**src/rtl/axi4_lite_reg_slave.sv**
```systemverilog
// AXI4-Lite responder exposing REG_N byte-strobed RW registers; one outstanding write and read.
// Optional macro AXI4_LITE_SLV_RO_EN maps RO_N read-only status words (ro_in) after the RW bank.
module axi4_lite_reg_slave #(
  parameter int ADDR_W = 32,
  parameter int DATA_W = 32,
  parameter int REG_N = 8,
  parameter logic [DATA_W-1:0] RESET_VAL = '0,
  parameter int RO_N = 4
) (
  input  logic                    ACLK,
  input  logic                    ARESET,
  input  logic                    AWVALID,
  output logic                    AWREADY,
  input  logic [ADDR_W-1:0]       AWADDR,
  input  logic [2:0]              AWPROT,
  input  logic                    WVALID,
  output logic                    WREADY,
  input  logic [DATA_W-1:0]       WDATA,
  input  logic [DATA_W/8-1:0]     WSTRB,
  output logic                    BVALID,
  input  logic                    BREADY,
  output logic                    BRESP,
  input  logic                    ARVALID,
  output logic                    ARREADY,
  input  logic [ADDR_W-1:0]       ARADDR,
  input  logic [2:0]              ARPROT,
  output logic                    RVALID,
  input  logic                    RREADY,
  output logic [DATA_W-1:0]       RDATA,
  output logic                    RRESP,
`ifdef AXI4_LITE_SLV_RO_EN
  input  logic [RO_N*DATA_W-1:0]  ro_in,
`endif
  output logic [REG_N*DATA_W-1:0] regs_out,
  output logic [REG_N-1:0]        wr_stb
);
  localparam int BL = $clog2(DATA_W/8);
  localparam int IDX_W = ADDR_W - BL;
  localparam int NB = DATA_W/8;
`ifdef AXI4_LITE_SLV_RO_EN
  localparam int RD_END = REG_N + RO_N;
`else
  // no status words are mapped, so the readable range stops at the RW bank
  localparam int RD_END = REG_N + 0*RO_N;
`endif

  typedef enum logic [1:0] {W_IDLE, W_WAIT_W, W_WAIT_AW, W_RESP} wstate_t;
  typedef enum logic {R_IDLE, R_DATA} rstate_t;

  wstate_t wstate, wnext;
  rstate_t rstate, rnext;

  logic [DATA_W-1:0] regs [REG_N];
  logic [IDX_W-1:0]  aw_idx_p0, wr_idx, rd_idx;
  logic [DATA_W-1:0] wdata_p0, wr_data, rd_word;
  logic [NB-1:0]     wstrb_p0, wr_strb;
  logic              commit, wr_hit, rd_acc, rd_hit;
  logic              unused_ok;

  assign unused_ok = ^{AWPROT, ARPROT, AWADDR[BL-1:0], ARADDR[BL-1:0]};

  always_comb begin
    wnext   = wstate;
    AWREADY = 1'b0;
    WREADY  = 1'b0;
    commit  = 1'b0;
    case (wstate)
      W_IDLE: begin
        AWREADY = 1'b1;
        WREADY  = 1'b1;
        if (AWVALID && WVALID) begin
          commit = 1'b1;
          wnext  = W_RESP;
        end else if (AWVALID) begin
          wnext = W_WAIT_W;
        end else if (WVALID) begin
          wnext = W_WAIT_AW;
        end
      end
      W_WAIT_W: begin
        WREADY = 1'b1;
        if (WVALID) begin
          commit = 1'b1;
          wnext  = W_RESP;
        end
      end
      W_WAIT_AW: begin
        AWREADY = 1'b1;
        if (AWVALID) begin
          commit = 1'b1;
          wnext  = W_RESP;
        end
      end
      W_RESP: if (BREADY) wnext = W_IDLE;
      default: wnext = W_IDLE;
    endcase
    if (ARESET) begin
      AWREADY = 1'b0;
      WREADY  = 1'b0;
      commit  = 1'b0;
    end
  end

  always_comb begin
    rnext   = rstate;
    ARREADY = 1'b0;
    rd_acc  = 1'b0;
    case (rstate)
      R_IDLE: begin
        ARREADY = 1'b1;
        if (ARVALID) begin
          rd_acc = 1'b1;
          rnext  = R_DATA;
        end
      end
      R_DATA: if (RREADY) rnext = R_IDLE;
      default: rnext = R_IDLE;
    endcase
    if (ARESET) begin
      ARREADY = 1'b0;
      rd_acc  = 1'b0;
    end
  end

  assign BVALID = (wstate == W_RESP);
  assign RVALID = (rstate == R_DATA);

  // whichever half arrived first was parked in the _p0 holding registers
  assign wr_idx  = (wstate == W_WAIT_W)  ? aw_idx_p0 : AWADDR[ADDR_W-1:BL];
  assign wr_data = (wstate == W_WAIT_AW) ? wdata_p0  : WDATA;
  assign wr_strb = (wstate == W_WAIT_AW) ? wstrb_p0  : WSTRB;
  assign wr_hit  = wr_idx < IDX_W'(REG_N);
  assign rd_idx  = ARADDR[ADDR_W-1:BL];
  assign rd_hit  = rd_idx < IDX_W'(RD_END);

  always_comb begin
    rd_word = '0;
    for (int k = 0; k < REG_N; k++)
      if (rd_idx == IDX_W'(k)) rd_word = regs[k];
`ifdef AXI4_LITE_SLV_RO_EN
    for (int k = 0; k < RO_N; k++)
      if (rd_idx == IDX_W'(REG_N + k)) rd_word = ro_in[k*DATA_W +: DATA_W];
`endif
  end

  always_ff @(posedge ACLK) begin
    if (ARESET) begin
      wstate <= W_IDLE;
      rstate <= R_IDLE;
    end else begin
      wstate <= wnext;
      rstate <= rnext;
    end
  end

  always_ff @(posedge ACLK) begin
    if (wstate == W_IDLE && AWVALID && !WVALID) aw_idx_p0 <= AWADDR[ADDR_W-1:BL];
    if (wstate == W_IDLE && WVALID && !AWVALID) begin
      wdata_p0 <= WDATA;
      wstrb_p0 <= WSTRB;
    end
  end

  always_ff @(posedge ACLK) begin
    if (ARESET) begin
      for (int k = 0; k < REG_N; k++) regs[k] <= RESET_VAL;
      wr_stb <= '0;
      BRESP  <= 1'b0;
      RRESP  <= 1'b0;
      RDATA  <= '0;
    end else begin
      wr_stb <= '0;
      if (commit) begin
        BRESP <= !wr_hit;
        for (int k = 0; k < REG_N; k++)
          if (wr_hit && wr_idx == IDX_W'(k)) begin
            wr_stb[k] <= 1'b1;
            for (int i = 0; i < NB; i++)
              if (wr_strb[i]) regs[k][i*8 +: 8] <= wr_data[i*8 +: 8];
          end
      end
      if (rd_acc) begin
        RDATA <= rd_word;
        RRESP <= !rd_hit;
      end
    end
  end

  for (genvar k = 0; k < REG_N; k++) begin : g_out
    assign regs_out[k*DATA_W +: DATA_W] = regs[k];
  end

endmodule

```
**config.mk**
```make
export PLATFORM = sky130hd
export DESIGN_NAME = axi4_lite_reg_slave
export DESIGN_NICKNAME = d
export VERILOG_FILES = /design/src/rtl/axi4_lite_reg_slave.sv
export SDC_FILE = /design/constraint.sdc
export NUM_CORES = 1
export LEC_CHECK = 0
export ABC_AREA = 0
export ABC_CLOCK_PERIOD_IN_PS = 5800
export BUFFER_PORTS_ARGS = -buffer_cell sky130_fd_sc_hd__clkbuf_2
export CAP_MARGIN = 20
export CORE_ASPECT_RATIO = 0.75
export CORE_UTILIZATION = 59
export CTS_BUF_LIST = sky130_fd_sc_hd__clkbuf_2
export DETAILED_ROUTE_END_ITERATION = 8
export PLACE_DENSITY = 0.89
export SLEW_MARGIN = 20
export SYNTH_ARGS = -nofsm -noshare
export SYNTH_HDL_FRONTEND = slang
export SYNTH_SLANG_ARGS = --single-unit
```
**constraint.sdc**
```tcl
create_clock -name ACLK -period 5.8 [get_ports ACLK]
set_input_delay 0.58 -clock ACLK [delete_from_list [all_inputs] [get_ports ACLK]]
set_output_delay 0.58 -clock ACLK [all_outputs]
set_load 0.01 [all_outputs]
```
# After elaboration in Yosys (flattened, before gate mapping)
# Memories as Yosys holds them, arrays and structs flattened.
# Cells that the tools add are included.
# classes
n_eq_ne,21
muxes,208
reduce_logical,24
bitwise,34
magnitude_cmp,2
# ops
cell,n
32-bit 2-to-1 mux,9
8-bit 2-to-1 mux,32
30-bit by 3-bit equality test with 1-bit output (second input constant),8
1-bit 2-to-1 mux,156
30-bit by 2-bit equality test with 1-bit output (second input constant),4
30-bit by 1-bit equality test with 1-bit output (second input constant),2
30-bit zero test,2
30-bit by 4-bit less-than comparator with 1-bit output (second input constant),2
1-bit OR,32
30-bit 2-to-1 mux,1
1-bit logical AND,13
2-bit 2-to-1 mux,6
2-bit case mux with 4 select lines,1
2-bit OR reduction,3
2-bit equality test (second input constant),2
1-bit zero test,4
4-bit 2-to-1 mux,1
2-bit != test (second input constant),2
4-bit != test (second input constant),1
4-bit AND reduction,1
1-bit case mux with 3 select lines,1
2-bit by 1-bit equality test with 1-bit output (second input constant),1
2-bit zero test,1
2-bit by 1-bit != test with 1-bit output (second input constant),1
2 further kinds,3
# word_totals
wordCells,299
n_memories,1
output_inout_bits,303
in_bits,113
mem_bits_rw,256
regBits,111
# memory_table
memory,words,word_bits,rd,rd_clocked_by_memory_dff,write_ports,line_no,source
regs,8,32,8,0,8,53,logic [DATA_W-1:0] regs [REG_N];

# Logic depth before layout (Yosys ltp)
# Gate-level depths: netlist (run 1).
# logic_depth
word_depth,9
ltp_mapped,10
depth_no_buf,7

# Worst setup path before layout (run 1)
# OpenSTA, ideal clock, no wires.
# synth_timing
path_kind,register -> register
from,register wstate[1]
to,memory regs[4][16] (netlist: regs[1][16]) (enable)
stages_incl_launch_ff,10
synth_period_minus_slack_ns,2.501
setup_ns,0.313
path_buffers,2
required_ns,5.487
t_arrival_ns,2.188
path_slack_ns,3.299
cell_sequence,dfxtp_1 -> inv_1 -> ha_1 -> buf_2 -> nor3_1 -> nand2_1 -> a221o_1 -> nor3_2 -> buf_2 -> a31o_2
# synth_rtl
element,line_no,source
"start, declared",50,"wstate_t wstate, wnext;"
"start signal, assigned",151,wstate <= wnext;
"end, declared",53,

==> flow_summary.ini, run 1 <==
[hold_path]
holdPathStages = 3
min_path_type = input pin to flip-flop
hold_start = AWVALID
min_to = wstate[0]

[timing]
finalHoldViolCount = 0
finalCritPeriodShare_pct = 74.85
final_max_slew_viol_count = 0
hold_ws_ps = 100.6
final.setup.tns_ps = 0
setup_viol = 0
rsz0062_at_grt = false
layout_setup_ws_ps = 1458
fin_crit_ps = 4342
relSlewSlack_pct = 21.93
tightest_slew_ps = 1171
fin_skew_ps = 83.37
fmax_mhz = 230.3

[power]
p_per_area_mw_per_mm2 = 313.1
p_leak_nw = 7.618
fin_total_pwr_mw = 6.144
peakVddDrop_v = 0.0003422

[layout]
area_delta_synth_final_pct = 23.73
drive_above_1_share_pct = 37.56
fin_nets = 1808
multi_input_area_mm2 = 0.004931
layout.cells.non_filler = 2105
fillers = 1705
ff_latch_area_mm2 = 0.01057

[floorplanning]
pin_count = 416
core_area_mm2 = 0.02616
die_w_um = 191.3
die_height_um = 144.0
start_util_pct = 60.62
rows = 51
die_area_mm2 = 0.02755

[global_route]
grt_max_degree = 69
antenna_found_initial = 3
grt_pass1_vias = 13384
grt_overflow = 0
grt_pass1_wl_um = 79620
grtUsageTotal_pct = 40.04

[routing]
wire_per_inst_um = 26.22
drt-total-wl_um = 55200
vias = 13692
drt_iter0_drc = 1593
ant_nets = 0
first_pass_iters = 5
drc_errors = 0
viasPerCell = 6.505

[place]
dpl.hpwl_um = 35510
dpl_worst_slack_ps = 1833
routabilityCongestion = 0.8696
place_inst = 1878
port_buffers = 405

[setup_path]
cp_max_fo = 37
critPathLaunchType = flip-flop
rr_startpoint = wstate[1]
crit_path_end_kind = flip-flop
crit_arrival_ps = 4990
reg2reg_slack_ps = 1460
r2r_end = regs[1][32]
criticalPathCategory = flip-flop to flip-flop
rr_worst_depth = 8
cp.required_ps = 6440

[cts]
cts_sinks = 367
clk-insertion-delay-late_ps = 900
path_clk_slew_ps = 130
tritoncts = built
cts-buffers-inserted = 86
clock_path_buffers = 3
post_cts_resize_count = 0
h-tree-depth = 3
cts_root_buffer = clkbuf_2

[synthesis]
syn-cell-area_mm2 = 0.01586
synth-edff-count = 322
ys_seq_area_share_pct = 66.65
async_reset_ff_share_pct = 0
yosys_warnings = 0
synth_top_flop_cell = edfxtp_1
synth_nets = 1325
ys_types = 51
syn_avg_cell_area_um2 = 13.13
ys_seq_elements = 367
synth_cells = 1208

[run]
drv_cap = 0

[status]
status = finished clean
-- worst max path at each step --
stage                     slack (ps)  cells after the start          end      start
after floorplan                 3300                      9  regs[1][16]  wstate[1]
after global placement          2060                      8  regs[1][36]  wstate[1]
after detailed placement        1830                      8  regs[1][12]  wstate[1]
after CTS                       1780                      8   regs[1][2]  wstate[1]
after global routing            1210                      8  regs[1][32]  wstate[1]
final                           1460                      8  regs[1][32]  wstate[1]
-- power by group --
part           total, mW  internal (mW)  leakage [nW]  switching, mW
clock               1.65          0.596         0.596           1.05
combinational       1.33          0.412          3.42          0.914
sequential          3.17           3.07          3.61         0.0968
total               6.14           4.08          7.62           2.06
-- cell families after synthesis --
group                      after synthesis  synth area share [%]
adders and majority gates                4                0.3156
DFF                                    367                 66.65
and+or+nand+nor                        431                 13.44
buffers and inverters                  107                 2.745
muxes                                   87                 7.171
AOI/OAI and AO/OA                      212                 9.680
-- layout by cell type, fill, tap and decap left out, drive strengths merged, types with 10 or more instances in the layout --
cell type	instances
nand2b	33
buf	26
o21ai	46
clkinv	19
dfxtp	45
inv	10
nor4	16
a221o	18
o21a	10
nor2	89
mux4	20
a31o	32
dlygate4sd3	68
clkbuf	533
mux2	13
nor3	222
o32ai	10
nand2	44
edfxtp	322
mux2i	54
a21oi	44
a211oi	12
-- metrics by stage --
step	utilization, %	cell area (um^2)
final	75.01	19620
after global routing	75.00	19620
after CTS	74.89	19590
after detailed placement	69.45	18170
after global placement	69.34	18140
after floorplan	-	15860
-- worst max-delay path, cell delays in order (launching register included) --
cell and delay, ps:
dfxtp_1 360, inv_1 90, ha_1 780, nor4b_1 310, nand3_1 140, a221oi_1 610
nand3_2 790, buf_4 560, nor3_1 450
-- layer usage --
| layer | GRT usage (%) | wire [um] | share of wire, % |
|---|---|---|---|
| met1 | 49.58 | 18870 | 34 |
| met2 | 62.68 | 25780 | 47 |
| met3 | 13.54 | 7605 | 14 |
| met4 | 21.43 | 2950 | 5.3 |
| met5 | 0 | 0 | 0 |
-- state kept, by name, summed over array words and instances, names as in the netlist --
signal and cells:
regs 256, RDATA 32, wdata_p0 32, aw_idx_p0 30
wr_stb 8, wstrb_p0 4, wstate 2, BRESP 1
RRESP 1, RVALID 1
-- repair_timing --
action,CTS,global route
hold endpoints to repair,67,0
buffers inserted,0,0
hold buffers,68,0
-- synthesized netlist by cell type (2+ instances only) --
library cell    n  area share (%)
nand2b_1       33             1.3
nor3_2          4            0.25
o22ai_1         4            0.16
o221ai_1        2            0.11
mux2_2         13            0.92
o32ai_1        10            0.55
nand3b_1        2           0.095
mux2i_1        54             3.4
buf_1           7            0.17
ha_1            4            0.32
inv_1           6            0.14
edfxtp_1      322              61
dfxtp_1        45             5.7
a21oi_1        44             1.4
a221oi_1        2            0.11
nor4b_1         2            0.11
nor3b_1         2           0.095
a211oi_1        3            0.14
o2bb2ai_1       9            0.50
a22o_1          4            0.22
o211ai_1        3            0.14
a221o_1        18             1.1
o21ai_0        46             1.5
nor3_1        217             6.8
nor2_1         89             2.1
nor4_1         16            0.63
buf_2          27            0.85
nand3_1         6            0.19
a31o_2         32             1.8
nor2b_1         9            0.35
o21a_1         10            0.47
clkbuf_1       67             1.6
mux4_2         20             2.8
a22oi_1         7            0.33
nand2_1        44             1.0
o21bai_1        2           0.095
a211oi_2        9            0.71
-- final cells by class --
type,count,area share (%)
clock buffer,131,3.341
multi-input combinational,734,25.13
clock inverter,23,0.4527
antenna,4,0.05101
tap,344,2.193
inverter,6,0.1148
sequential,367,53.86
timing repair buffer,496,14.86
Note: power is estimated with default switching activity, not from simulation.
==> inputs of run 2 (changes only) <==
ABC_AREA = 1   (was 0)
ABC_CLOCK_PERIOD_IN_PS = 3980   (was 5800)
CORE_UTILIZATION = 49   (was 59)
PLACE_DENSITY = 0.79   (was 0.89)
clock period = 3.98 ns   (was 5.8 ns; I/O delays follow)
==> flow_summary.ini, run 2 <==
[status]
status = finished clean

[setup_path]
cp.required_ps = 4530
cp_top_family = simple AND/OR/NAND/NOR gates
crit_path_frequent_cell = nand2_1
criticalPathCategory = flip-flop to flip-flop
critPathLaunchType = flip-flop
path_cells = inv_1 > ha_1 > buf_4 > nor2_1 > a22o_1 > nand2_1 > nor2_4 > nand2_1 > nor2_4 > nand2_2 > nand2_1
crit_arrival_ps = 3790
slowest_stage = nand2_1
critPathMaxStageDelay_ps = 410
crit_path_end_kind = flip-flop
cp_max_fo = 9
path_buf_inv = 2

[synthesis]
yosys.area.top_type = edfxtp_1
yosys-top-cells-area = edfxtp_1 62%, nor2_1 7.7%, dfxtp_1 5.8%
ys_top_cells_by_count = 322 x edfxtp_1, 321 x nor2_1, 217 x nand2_1
synth-edff-count = 322
ys_seq_elements = 367
syn-cell-area_mm2 = 0.01560
yosys_warnings = 0
ys_types = 40
synth_nets = 1532
synth_top_cell_area_share_pct = 61.99
synth_cells = 1415
syn_avg_cell_area_um2 = 11.02
synth_top_flop_cell = edfxtp_1
async_reset_ff_share_pct = 0
ys_seq_area_share_pct = 67.77
synth.most_common_cell = edfxtp_1

[cts]
h-tree-depth = 3
clk-insertion-delay-late_ps = 940
path_clk_slew_ps = 130
cts_root_buffer = clkbuf_2
cts_sinks = 367
cts-buffers-inserted = 90
clock_path_buffers = 3
tritoncts = built

[power]
p_leak_nw = 8.411
peakVddDrop_v = 0.0003784
p_per_area_mw_per_mm2 = 433.3

[timing]
fmax_mhz = 307.8
fin_skew_ps = 83.82
fin_crit_ps = 3249
finalCritPeriodShare_pct = 81.62
rsz0062_at_grt = false
setup_viol = 0
final_max_slew_viol_count = 0
finalHoldViolCount = 0
final.setup.tns_ps = 0
relSlewSlack_pct = 32.15
tightest_slew_ps = 989.4

[layout]
layout_commonest_cell = clkbuf_2
largestRegisters = regs: 256 flops, RDATA: 32 flops, wdata_p0: 32 flops
mostFrequentLayoutCells = 543 x clkbuf_2, 322 x edfxtp_1, 315 x nor2_1
fillers = 2506
largest_reg_flops = 256
fin_nets = 2072
area_delta_synth_final_pct = 26.50
multi_input_area_mm2 = 0.004514
layout.cells.non_filler = 2432
top_register = regs
ff_latch_area_mm2 = 0.01057
drive_above_1_share_pct = 31.52

[place]
routabilityCongestion = 0.9388
place_inst = 2194
port_buffers = 405
dpl.hpwl_um = 36520

[routing]
ant_nets = 0
first_pass_iters = 6
drt-total-wl_um = 52840
vias = 13639
drc_errors = 0
viasPerCell = 5.608
drt_iter0_drc = 1643
wire_per_inst_um = 21.73

[hold_path]
min_path_type = input pin to flip-flop

[floorplanning]
die_height_um = 156.5
start_util_pct = 49.80
die_w_um = 208.0
core_area_mm2 = 0.03132
pin_count = 416
die_area_mm2 = 0.03256
rows = 56

[global_route]
grt_pass1_vias = 13123
antenna_found_initial = 5
grtUsageTotal_pct = 31.91
grt_pass1_wl_um = 77090
grt_overflow = 0
grt_max_degree = 131

[run]
drv_cap = 0
## run 2: cell count changes after synthesis, sizes merged, moves of 32 or more
cell,before,now
inv,6,78
nor3,222,15
nand3,6,150
nand2,44,227
nand2b,33,0
nor2,89,328
nand4,1,69
a31o,32,0
## run 2: worst paths after layout
path | from | end | slack [ps] | cells after the start
worst min register to register | RDATA[4] | RDATA[4] | 470 | 2
worst min-delay path | ARVALID | RDATA[29] | 150 | 5
worst max register to register | wstate[1] | regs[1][49] | 730 | 11
worst max-delay path | wstate[1] | regs[1][49] | 730 | 11
## run 2: where the power goes
| part | internal [mW] | switching, mW |
|---|---|---|
| clock | 0.979 | 1.55 |
| sequential | 4.48 | 0.137 |
| combinational | 0.410 | 0.994 |
## run 2: per-layer routing
metal | global-route usage (%) | vias up | routed length (um)
met5 | 0 | - | 25
met2 | 49.15 | 1011 | 23380
met1 | 42.04 | 6402 | 20480
met3 | 9.372 | 163 | 6721
met4 | 14.29 | 4 | 2225
li1 | - | 6059 | -
## run 2: worst reg2reg max path, stage by stage (launching register included)
cell     delay (ps)
dfxtp_1         380
inv_1            90
ha_1            240
buf_4           180
nor2_1          100
a22o_1          210
nand2_1         160
nor2_4          340
nand2_1         160
nor2_4          360
nand2_2         260
nand2_1         410
## run 2: logic make-up (layout without fill, tap and decap cells)
family | after synthesis | count (layout) | synth area share (%)
AOI/OAI and AO/OA | 67 | 67 | 2.479
adders and majority gates | 4 | 4 | 0.3209
other | 0 | 2 | 0
muxes | 32 | 32 | 2.054
buffers and inverters | 142 | 751 | 3.634
and+or+nand+nor | 803 | 803 | 23.74
DFF | 367 | 367 | 67.77
## run 2: stage by stage
step	setup WS, ps	utilization (%)	area, um^2	power (mW)	hold slack (ps)
floorplan	354.6	-	15600	5.416	490.0
global placement	863.9	57.99	18160	5.950	450.9
detailed placement	725.2	57.99	18160	5.991	456.0
CTS	715.6	62.98	19730	8.528	66.36
global route	576.8	62.99	19730	8.866	121.0
finish	731.4	63.00	19730	8.550	154.0
## run 2: cell type report
cell class                 count  share of cell area (%)
inverter                      79                   1.516
clock inverter                23                  0.6151
clock buffer                 138                   3.500
multi-input combinational    906                   22.88
timing repair buffer         511                   15.32
tap                          406                   2.575
antenna                        2                 0.02536
sequential                   367                   53.57
## run 2: timing repair
item | 4_1_cts | 5_1_grt
hold endpoints to repair | 152 | 0
resized for setup | 0 | 0
hold buffers | 75 | 0
setup buffers | 0 | 0
setup endpoints to repair | 0 | 0
